$ cat src/rtl/imem_loader_pkg.sv
// imem_loader_pkg: loader state encodings and default word limit
package imem_loader_pkg;
   typedef enum logic [2:0] {
      LD_IDLE = 3'd0,
      LD_LEN  = 3'd1,
      LD_LOAD = 3'd2,
      LD_CSUM = 3'd3,
      LD_DONE = 3'd4,
      LD_ERR  = 3'd5
   } ld_state_e;
   localparam int LD_MAX_WORDS = 256;
endpackage

$ cat src/rtl/imem_loader_checksum.sv
// loader_checksum: registered modular sum of the loaded instruction words
module loader_checksum #(
   parameter int DSIZE = 16
) (
   input  logic             clk,
   input  logic             rst,
   input  logic             clr,
   input  logic             en,
   input  logic [DSIZE-1:0] din,
   output logic [DSIZE-1:0] sum
);
   logic [DSIZE-1:0] sum_q, sum_d;
   // clear wins over accumulate; the add wraps modulo 2**DSIZE
   always_comb sum_d = clr ? '0 : en ? sum_q + din : sum_q;
   // accumulator register
   always_ff @(posedge clk) sum_q <= rst ? '0 : sum_d;
   assign sum = sum_q;
endmodule

$ cat src/rtl/imem_loader.sv
// imem_loader: fills instruction memory from a host length/words/checksum stream
module imem_loader
   import imem_loader_pkg::*;
#(
   parameter int ISIZE     = 16,
   parameter int DSIZE     = 16,
   parameter int BASE_ADDR = 0,
   parameter int MAX_WORDS = LD_MAX_WORDS
) (
   input  logic             clk,
   input  logic             rst,
   input  logic             start,
   input  logic             in_valid,
   input  logic [DSIZE-1:0] in_data,
   output logic             in_ready,
   output logic             mem_wen,
   output logic [ISIZE-1:0] mem_addr,
   output logic [DSIZE-1:0] mem_data,
   output logic             cpu_hold,
   output logic             busy,
   output logic             done,
   output logic             err,
   output logic [ISIZE-1:0] words_loaded
);
   ld_state_e        state_q, state_d;
   logic [ISIZE:0]   rem_q, rem_d;
   logic [ISIZE-1:0] words_loaded_q, words_loaded_d;
   logic [ISIZE-1:0] addr_q, addr_d;
   logic [DSIZE-1:0] data_q, data_d;
   logic             wen_q, wen_d, done_q, done_d, err_q, err_d;
   logic             ck_clr, ck_en;
   logic [DSIZE-1:0] sum;

   loader_checksum #(.DSIZE(DSIZE)) u_ck (
      .clk (clk),
      .rst (rst),
      .clr (ck_clr),
      .en  (ck_en),
      .din (in_data),
      .sum (sum)
   );

   assign busy     = state_q inside {LD_LEN, LD_LOAD, LD_CSUM};
   assign in_ready = busy;

   // next state, write register and sticky flags; words_loaded doubles as the address offset
   always_comb begin
      state_d        = state_q;
      rem_d          = rem_q;
      words_loaded_d = words_loaded_q;
      addr_d         = addr_q;
      data_d         = data_q;
      wen_d          = 1'b0;
      done_d         = done_q;
      err_d          = err_q;
      ck_clr         = 1'b0;
      ck_en          = 1'b0;
      case (state_q)
         LD_IDLE, LD_DONE, LD_ERR: if (start) begin
            state_d        = LD_LEN;
            done_d         = 1'b0;
            err_d          = 1'b0;
            words_loaded_d = '0;
            ck_clr         = 1'b1;
         end
         LD_LEN: if (in_valid) begin
            if (in_data == '0) state_d = LD_CSUM;
            else if (32'(in_data) > MAX_WORDS) begin
               state_d = LD_ERR;
               err_d   = 1'b1;
            end else begin
               state_d = LD_LOAD;
               rem_d   = (ISIZE+1)'(in_data);
            end
         end
         LD_LOAD: if (in_valid) begin
            ck_en          = 1'b1;
            wen_d          = 1'b1;
            addr_d         = ISIZE'(BASE_ADDR) + words_loaded_q;
            data_d         = in_data;
            words_loaded_d = words_loaded_q + ISIZE'(1);
            rem_d          = rem_q - (ISIZE+1)'(1);
            state_d        = rem_q == (ISIZE+1)'(1) ? LD_CSUM : LD_LOAD;
         end
         LD_CSUM: if (in_valid) begin
            state_d = in_data == sum ? LD_DONE : LD_ERR;
            done_d  = in_data == sum;
            err_d   = in_data != sum;
         end
         default: state_d = LD_IDLE;
      endcase
   end

   // state and datapath registers, synchronous reset
   always_ff @(posedge clk) begin
      if (rst) begin
         state_q        <= LD_IDLE;
         rem_q          <= '0;
         words_loaded_q <= '0;
         addr_q         <= '0;
         data_q         <= '0;
         wen_q          <= 1'b0;
         done_q         <= 1'b0;
         err_q          <= 1'b0;
      end else begin
         state_q        <= state_d;
         rem_q          <= rem_d;
         words_loaded_q <= words_loaded_d;
         addr_q         <= addr_d;
         data_q         <= data_d;
         wen_q          <= wen_d;
         done_q         <= done_d;
         err_q          <= err_d;
      end
   end

   assign mem_wen      = wen_q;
   assign mem_addr     = addr_q;
   assign mem_data     = data_q;
   assign cpu_hold     = busy | wen_q;
   assign done         = done_q;
   assign err          = err_q;
   assign words_loaded = words_loaded_q;
endmodule

$ cat config.mk
export PLATFORM = sky130hd
export DESIGN_NAME = imem_loader
export DESIGN_NICKNAME = d
export VERILOG_FILES = /design/src/rtl/imem_loader_pkg.sv /design/src/rtl/imem_loader_checksum.sv /design/src/rtl/imem_loader.sv
export SDC_FILE = /design/constraint.sdc
export NUM_CORES = 1
export LEC_CHECK = 0
export ABC_AREA = 1
export BUFFER_PORTS_ARGS = -buffer_cell sky130_fd_sc_hd__buf_2
export CAP_MARGIN = 20
export CORE_MARGIN = 5
export CORE_UTILIZATION = 35
export DETAILED_ROUTE_END_ITERATION = 6
export PLACE_DENSITY = 0.63
export SLEW_MARGIN = 40
export SYNTH_ARGS = -nofsm -noshare
export SYNTH_HDL_FRONTEND = slang
export SYNTH_SLANG_ARGS = --single-unit
$ cat constraint.sdc
create_clock -name clk -period 1.7 [get_ports clk]
set_clock_uncertainty 0.15 [all_clocks]
set_input_delay 0 -clock clk [delete_from_list [all_inputs] [get_ports clk]]
set_output_delay 0 -clock clk [all_outputs]
set_load 0.02 [all_outputs]
==> flow_metrics.py <==
metrics = {
    "synth": {
        "syn-cell-area_mm2": 0.00504,
        "ys_types": 36,
        "netlist_instances": 767,
        "avgSynthCellArea_um2": 6.57,
        "yosysWarnings": 0,
        "ys_seq_area_share_pct": 34.6,
        "syn_nets": 806,
        "ys_ff_latch": 87,
    },
    "route": {
        "viasPerCell": 4.95,
        "wl_um": 15800,
        "remaining_drc_errors": 0,
        "drtPass1Iterations": 5,
        "wire_per_inst_um": 14.5,
        "drt_iter0_drc": 283,
        "vias": 5412,
        "ant_nets": 0,
    },
    "global_routing": {
        "grt_pass1_wl_um": 25300,
        "grt_usage_pct": 18.9,
        "grt_max_degree": 33,
        "antenna_found_initial": 0,
        "first_global_vias": 5039,
        "grt.overflow.total": 0,
    },
    "timing": {
        "finalCritPeriodShare_pct": 105,
        "fmax_ghz": 0.560,
        "post-route-min-period_ps": 1790,
        "hold_viol_final": 1,
        "setup_ws_ps": -86.2,
        "worstMarginPinSlew_ps": 365,
        "setup_tns_ps": -249,
        "setup_violations": 5,
        "relSlewSlack_pct": 75.7,
        "slew_violations": 0,
        "rsz0062_at_grt": "true",
        "holdWs_ps": -29.7,
    },
    "clocking": {
        "insertion_delay_ps": 350,
        "cts_tree": "built",
        "clock_sinks": 87,
        "cts_buffer_depth": 2,
        "numCtsBuffers": 9,
        "cts_root_buf": "clkbuf_16",
        "htreeDepth": 3,
        "cts.reportedPaths.clkPinSlew_ps": 70,
    },
    "placement": {
        "dp_slack_ps": -82.3,
        "finalWeightedCongestion": 0.907,
        "io_buffers": 73,
        "dp_hpwl_um": 11500,
    },
    "die": {
        "io_pins": 74,
        "coreArea_mm2": 0.0140,
        "die_y_um": 130,
        "initial_core_util_pct": 36.0,
        "die_w_um": 130,
        "die_area_mm2": 0.0169,
        "rows": 43,
    },
    "worst_setup_path": {
        "critPathLaunchType": "flip-flop",
        "path_class": "flip-flop to flip-flop",
        "cp-end-kind": "flip-flop",
        "cp.arrival_ps": 1890,
        "path_max_fanout": 3,
        "crit_required_ps": 1810,
    },
    "final_layout": {
        "fin_nets": 947,
        "antenna_cells": 0,
        "layout_commonest_cell": "nand2_1",
        "nFillCells": 1398,
        "drive_above_1_share_pct": 29.4,
        "syn2layout_area_growth_pct": 37.8,
        "layout_common_cells": "nand2_1 (138), nor2_1 (111), dfxtp_1 (75)",
    },
    "power": {
        "p_per_area_mw_per_mm2": 746,
        "clkPwrFrac_pct": 38.3,
        "power_switching_uw": 1600,
        "p_int_uw": 3580,
        "power_uw": 5180,
        "p_sw_share_pct": 30.9,
        "combPwrFrac_pct": 20.9,
        "leakage_uw": 0.00320,
        "seqPwrFrac_pct": 40.8,
        "irDropWorstVdd_mv": 0.566,
    },
    "flow_run": {
        "maxCapViolCount": 0,
    },
    "run_status": {
        "violations": "negative hold slack, negative setup slack",
        "status": "complete, but fails checks",
    },
    "hold_path": {
        "hp-class": "input port to flip-flop",
    },
}
[worst max-delay path: stages, from the launching register on]
cell     delay (ps)
dfxtp_2         330
ha_4            150
fa_2            340
nand2_2          70
nand3_2          80
nand3_2          80
nand2_2          70
nand2_1          50
nand2_1          60
xnor2_1         140
nand2_1          70
nand2_1          60
inv_1            40
[cells in the mapped netlist]
cell	number	area, µm²
a21boi_0	2	15.0
nor3_1	12	60.1
nand3_4	1	17.5
o21ai_1	1	5.00
and2_1	2	12.5
ha_1	18	225
a31o_2	3	26.3
nor2_4	1	11.3
buf_2	6	30.0
clkbuf_1	15	56.3
nand2_2	8	50.1
xor2_1	9	78.8
a22oi_1	1	7.51
buf_6	2	22.5
buf_4	5	37.5
inv_1	81	304
nand4_1	19	119
nor2_1	123	462
nand3_1	46	230
nor2_2	3	18.8
dfxtp_1	87	1740
o21a_1	1	7.51
o211ai_1	2	15.0
o21ai_0	71	355
a21oi_4	1	16.3
inv_2	3	11.3
clkinv_2	1	5.00
xnor2_1	3	26.3
o21bai_1	3	22.5
nor4_1	1	6.26
a21oi_2	7	61.3
fa_1	1	20.0
or2_2	3	18.8
a21o_1	3	22.5
nand2_1	152	571
a21oi_1	70	350
[sequential cells by signal, summed over array words and instances (netlist names)]
| name | flops |
|---|---|
| rem_q | 17 |
| mem_addr | 16 |
| mem_data | 16 |
| u_ck.sum | 16 |
| words_loaded | 16 |
| state_q | 3 |
| done | 1 |
| err | 1 |
| mem_wen | 1 |
[power by group through the flow]
stage	clock network, µW	logic (µW)	registers, µW
floorplan	0	592	2160
global placement	0	912	2160
detailed placement	0	912	2160
CTS	2030	997	2110
global route	2110	1210	2120
finish	1990	1080	2110
[routing by layer]
| layer | vias up | share of wire (%) | track usage (%) |
|---|---|---|---|
| li1 | 2791 | - | - |
| met1 | 2467 | 47 | 25.4 |
| met2 | 131 | 46 | 30.5 |
| met3 | 23 | 4.7 | 3.68 |
| met4 | 0 | 2.0 | 6.17 |
| met5 | - | 0 | 0 |
[worst paths after layout]
kind	depth (start not counted)	slack [ps]	endpoint	start
worst max-delay path	12	-90	u_ck.sum[10]	u_ck.sum[0]
worst min-delay path	5	-30	rem_q[1]	in_data[1]
worst max register to register	12	-90	u_ck.sum[10]	u_ck.sum[0]
worst min register to register	2	340	u_ck.sum[0]	u_ck.sum[0]
[kinds of logic (layout without fill, tap and decap cells)]
group / count (synthesis) / count (layout) / synth area share (%)
compound gates: 165 / 165 / 17.9
xor+xnor: 12 / 12 / 2.09
simple gates: 371 / 371 / 31.3
fa+ha+maj: 19 / 19 / 4.87
flops: 87 / 87 / 34.6
buf+inv: 113 / 259 / 9.26
[metrics by stage]
step                      util (%)  cells  hold slack [ps]  cell area [µm²]
after floorplan                  -    767            -22.4             5060
after global routing          49.7   1093             4.75             6950
final                         49.7   1093            -29.7             6950
after CTS                     47.8   1085            -65.2             6680
after detailed placement      42.9   1050              149             6000
after global placement        42.9   1050              138             6000
[layout make-up]
cell class | count | area [µm²] | area share (%)
Inverter | 85 | 329 | 4.74
Clock buffer | 10 | 239 | 3.44
Tap cell | 180 | 225 | 3.24
Clock inverter | 6 | 53.8 | 0.775
Multi-Input combinational cell | 567 | 3220 | 46.3
Sequential cell | 87 | 1760 | 25.3
Timing Repair Buffer | 158 | 1120 | 16.2
[what timing repair did]
item | 4_1_cts | 5_1_grt
gates resized for setup | 31 | 70
setup endpoints to repair | 26 | 51
pin swaps | 9 | 15
endpoints found under the hold margin | 30 | 1
hold buffers | 18 | 1
buffers inserted | 1 | 7
Power figures use the tool's default switching activity.
